[src/rtl/hdb3_pkg.sv]
// Shared HDB3 definitions: line symbol codes, delay-line entry kinds and run length.
// The receive-side checker and decoder import the same package.
package hdb3_pkg;

  localparam logic [1:0] SYM_POS  = 2'b01;
  localparam logic [1:0] SYM_NEG  = 2'b10;
  localparam logic [1:0] SYM_ZERO = 2'b00;

  localparam int ZERO_RUN_LEN = 4;

  typedef enum logic [1:0] {
    K_ZERO  = 2'd0,
    K_ONE   = 2'd1,
    K_SUB_B = 2'd2,
    K_SUB_V = 2'd3
  } kind_e;

endpackage

[src/rtl/hdb3_encode.sv]
// HDB3 transmit encoder: 4-deep kind delay line with 000V/B00V substitution,
// followed by a registered polarity/output stage.
module hdb3_encode
  import hdb3_pkg::*;
#(
  parameter logic [1:0] POS_CODE  = SYM_POS,
  parameter logic [1:0] NEG_CODE  = SYM_NEG,
  parameter logic [1:0] ZERO_CODE = SYM_ZERO
) (
  input  logic       clk,
  input  logic       rst,
  input  logic       valid,
  input  logic       data_in,
  output logic [1:0] hdb3_out,
  output logic       v_mark
);

  localparam logic [1:0] ZRUN_MAX = 2'(ZERO_RUN_LEN - 1);

  kind_e      dl [4];     // dl[0] newest .. dl[3] oldest
  logic [1:0] zrun;
  logic       par;        // odd count of ONE/SUB_B since last SUB_V
  logic       last_pos;   // polarity of last emitted pulse

  // Input side: shift the line and apply substitution on the 4th zero.
  // The B (if any) replaces the first zero of the run as it moves d2->d3.
  always_ff @(posedge clk) begin
    if (rst) begin
      for (int i = 0; i < 4; i++) dl[i] <= K_ZERO;
      zrun <= 2'd0;
      par  <= 1'b0;
    end else if (valid) begin
      dl[1] <= dl[0];
      dl[2] <= dl[1];
      dl[3] <= dl[2];
      if (data_in) begin
        dl[0] <= K_ONE;
        zrun  <= 2'd0;
        par   <= ~par;
      end else if (zrun != ZRUN_MAX) begin
        dl[0] <= K_ZERO;
        zrun  <= zrun + 2'd1;
      end else begin
        dl[0] <= K_SUB_V;
        zrun  <= 2'd0;
        par   <= 1'b0;
        if (!par) dl[3] <= K_SUB_B;
      end
    end
  end

  // Output side: AMI alternation for ONE/B, V repeats the previous polarity.
  always_ff @(posedge clk) begin
    if (rst) begin
      hdb3_out <= ZERO_CODE;
      v_mark   <= 1'b0;
      last_pos <= 1'b0;
    end else if (valid) begin
      case (dl[3])
        K_ONE, K_SUB_B: begin
          hdb3_out <= last_pos ? NEG_CODE : POS_CODE;
          v_mark   <= 1'b0;
          last_pos <= ~last_pos;
        end
        K_SUB_V: begin
          hdb3_out <= last_pos ? POS_CODE : NEG_CODE;
          v_mark   <= 1'b1;
        end
        default: begin
          hdb3_out <= ZERO_CODE;
          v_mark   <= 1'b0;
        end
      endcase
    end
  end

endmodule

[config.mk]
export PLATFORM = sky130hd
export DESIGN_NAME = hdb3_encode
export DESIGN_NICKNAME = d
export VERILOG_FILES = /design/src/rtl/hdb3_pkg.sv /design/src/rtl/hdb3_encode.sv
export SDC_FILE = /design/constraint.sdc
export NUM_CORES = 1
export LEC_CHECK = 0
export ABC_AREA = 1
export ABC_CLOCK_PERIOD_IN_PS = 1000
export CORE_MARGIN = 1.5
export CORE_UTILIZATION = 47
export CTS_CLUSTER_DIAMETER = 150
export DETAILED_ROUTE_END_ITERATION = 6
export PLACE_DENSITY_LB_ADDON = 0.25
export RECOVER_POWER = 50
export SLEW_MARGIN = 10
export SYNTH_ARGS = -nofsm -noshare
export SYNTH_HDL_FRONTEND = slang
export SYNTH_SLANG_ARGS = --single-unit
export TNS_END_PERCENT = 30
[constraint.sdc]
create_clock -name clk -period 1 [get_ports clk]
set_input_delay 0.15 -clock clk [delete_from_list [all_inputs] [get_ports clk]]
set_output_delay 0.15 -clock clk [all_outputs]
set_load 0.03 [all_outputs]
==> impl_metrics.json <==
{
  "ir_worst_vdd_mv": 0.9936,
  "status": "complete, but fails checks",
  "drv_cap": 0,
  "cts_hold_buf": 0,
  "min_period_ns": 1.096,
  "synth_top_area_cell": "dfxtp_1",
  "multi_input_area_sq_um": 285.3,
  "synth_fp_nets": 87,
  "rsz0062_at_grt": "yes",
  "ant_nets": 0,
  "slew_violations": 0,
  "utilization_pct": 64.63,
  "ff_latch_area_sq_um": 367.9,
  "worstMarginPinSlew_ns": 0.2429,
  "place_hpwl_microns": 863.2,
  "numCtsBuffers": 3,
  "ys_seq_area_share_pct": 52.84,
  "timing.rr.end": "dl[3][1]$_DFFE_PP_",
  "synth_most_common_cell": "nand2_1",
  "synth_edf_count": 6,
  "crit_path_start_kind": "register",
  "r2r_slack_ns": -0.1,
  "syn_inst": 80,
  "p_per_area_nw_per_um2": 1361,
  "final_layout_size_suffix_gt1_share_pct": 27.55,
  "avgSynthCellArea_sq_um": 8.524,
  "min_delay_path_depth": 4,
  "wl_microns": 1216,
  "firstDrtPassIters": 2,
  "arrival_ns": 1.15,
  "post-route-drc-count": 0,
  "fp.dieH_microns": 41.09,
  "io_pins": 7,
  "nets": 106,
  "antennaDiodeCount": 0,
  "antenna_found_initial": 0,
  "clk_transition_reported_paths_ns": 0.09,
  "yosys.area.top_type_share_pct": 26.42,
  "dp_slack_ns": -0.4246,
  "yosys.cell_types.count": 16,
  "synthArstFlopShare_pct": 0,
  "die_w_microns": 41.09,
  "avgViaCountPerCell": 4.673,
  "clock_latency_ns": 0.28,
  "gp_congestion": 0.8278,
  "crit_end": "dl[3][1]$_DFFE_PP_",
  "p_leak_nw": 0.4056,
  "first_global_vias": 500,
  "yosys-top-cells-area": "dfxtp_1, edfxtp_1, nand2_1",
  "critPathRequiredTime_ns": 1.05,
  "cts.sinks": 15,
  "cts-root-buf": "clkbuf_4",
  "hp-class": "in2reg",
  "ys.flop_type": "dfxtp_1",
  "period_share_pct": 109.6,
  "grt_pass1_wl_microns": 1904,
  "reg2reg_depth": 6,
  "max_freq_mhz": 912.3,
  "ys_warn_count": 0,
  "setup_slack_ns": -0.09618,
  "initial_core_util_pct": 51.13,
  "finClkSkew_ns": 0.001797,
  "maxSlewHeadroom_pct": 83.81,
  "ys_ff_latch": 15,
  "grt_start_max_net_pins": 10,
  "violations": "setup timing",
  "drt_iter0_drc": 4,
  "crit_type": "reg2reg",
  "dieArea_sq_um": 1688,
  "n_fill_cell": 107,
  "crit_start": "zrun[1]$_SDFFE_PP0P_",
  "vias": 528,
  "cp-end-kind": "register",
  "setup_viol": 5,
  "area_growth_pct": 26.42,
  "core-area_sq_um": 1334,
  "r2r_start": "zrun[1]$_SDFFE_PP0P_",
  "grtUsageTotal_pct": 18.15,
  "synthTopCellsByCount": "nand2_1, nor2_1, inv_1",
  "wl_per_cell_microns": 10.76,
  "netlist_area_sq_um": 681.9,
  "cts.path.max_buffers": 2,
  "finalHoldViolCount": 0,
  "rows": 13,
  "cts_tree": "done",
  "path_max_fanout": 3,
  "portBuffers": 6,
  "htreeDepth": 1,
  "overflow": 0
}
-- sequential cells by signal, summed over array words and instances (netlist names) --
name      cells
hdb3_out      2
dl            8
zrun          2
par           1
v_mark        1
last_pos      1
-- repair_timing --
item | in CTS | in global routing
buffers inserted | 2 | 0
gates resized for setup | 6 | 3
endpoints found under the setup margin | 17 | 9
pin swaps | 6 | 6
-- through the flow --
stage               instance area [sq um]  cells  TNS (ns)  power, mW  hold WS, ns
finish                              862.1    113   -0.3178      1.174       0.3856
global route                        862.1    113   -0.8278      1.233       0.4170
CTS                                 888.4    113   -0.2695      1.214       0.4213
detailed placement                  824.5    107    -6.962     0.8543       0.4440
global placement                    824.5    107    -6.711     0.8507       0.4368
floorplan                           699.4     80  -0.07764     0.7848       0.2191
-- worst max-delay path, cell delays in order, from the launching register on --
cell	delay, ns
dfxtp_4	0.37
ha_4	0.16
inv_2	0.04
nor2_2	0.03
nand3b_1	0.11
buf_4	0.12
nand2_2	0.03
-- per-layer routing --
| layer | GRT usage, % | part of all wire [%] | vias to the layer above |
|---|---|---|---|
| li1 | - | - | 285 |
| met1 | 17.06 | 45 | 234 |
| met2 | 32.42 | 50 | 7 |
| met3 | 8.696 | 3.9 | 2 |
| met4 | 8.871 | 1.2 | 0 |
| met5 | 0 | 0 | - |
-- how the worst min path moves through the flow --
stage                          start                     to  slack [ns]
3_5_place_dp   dl[0][0]$_SDFFE_PP1P_  dl[0][0]$_SDFFE_PP1P_        0.44
3_3_place_gp   dl[0][0]$_SDFFE_PP1P_  dl[0][0]$_SDFFE_PP1P_        0.44
4_1_cts                        valid       par$_SDFFE_PP0P_        0.42
5_1_grt                        valid       par$_SDFFE_PP0P_        0.42
2_1_floorplan                    rst  last_pos$_SDFFE_PP0P_        0.22
6_report                       valid       par$_SDFFE_PP0P_        0.39
-- power by group --
part / internal (mW) / switching (mW) / total [mW]
Sequential: 0.665 / 0.0174 / 0.682
Clock: 0.149 / 0.194 / 0.343
Combinational: 0.0652 / 0.0840 / 0.149
-- kinds of logic (layout without fill, tap and decap cells) --
kind of cell / after synthesis / count (layout) / synth area share, %
AND/OR/NAND/NOR: 41 / 41 / 26.97
flip-flops: 15 / 15 / 52.84
buffers and inverters: 14 / 32 / 9.541
AO/OA/AOI/OAI: 7 / 7 / 5.136
adder cells (fa/ha/maj): 3 / 3 / 5.505
-- placed cells by master, fill, tap and decap left out, types with 2 or more instances in the layout --
cell type      count
inv_1             11
clkbuf_4           3
o21ai_1            3
ha_1               2
nor2_2             3
dlygate4sd2_1      2
edfxtp_1           6
nor2_1            10
nand3_1            3
dfxtp_1            7
inv_2              2
buf_4             11
dfxtp_4            2
nand2_1           20
a21oi_1            2
-- final cells by class --
class	instances	share of cell area, %
well taps	15	2.177
repair buffers	15	13.21
flip-flops and latches	15	42.67
clock buffers	3	2.612
clock inverters	1	0.5806
inverters	13	5.660
multi-input cells	51	33.09
No activity file was read; power rests on OpenSTA's default activity.
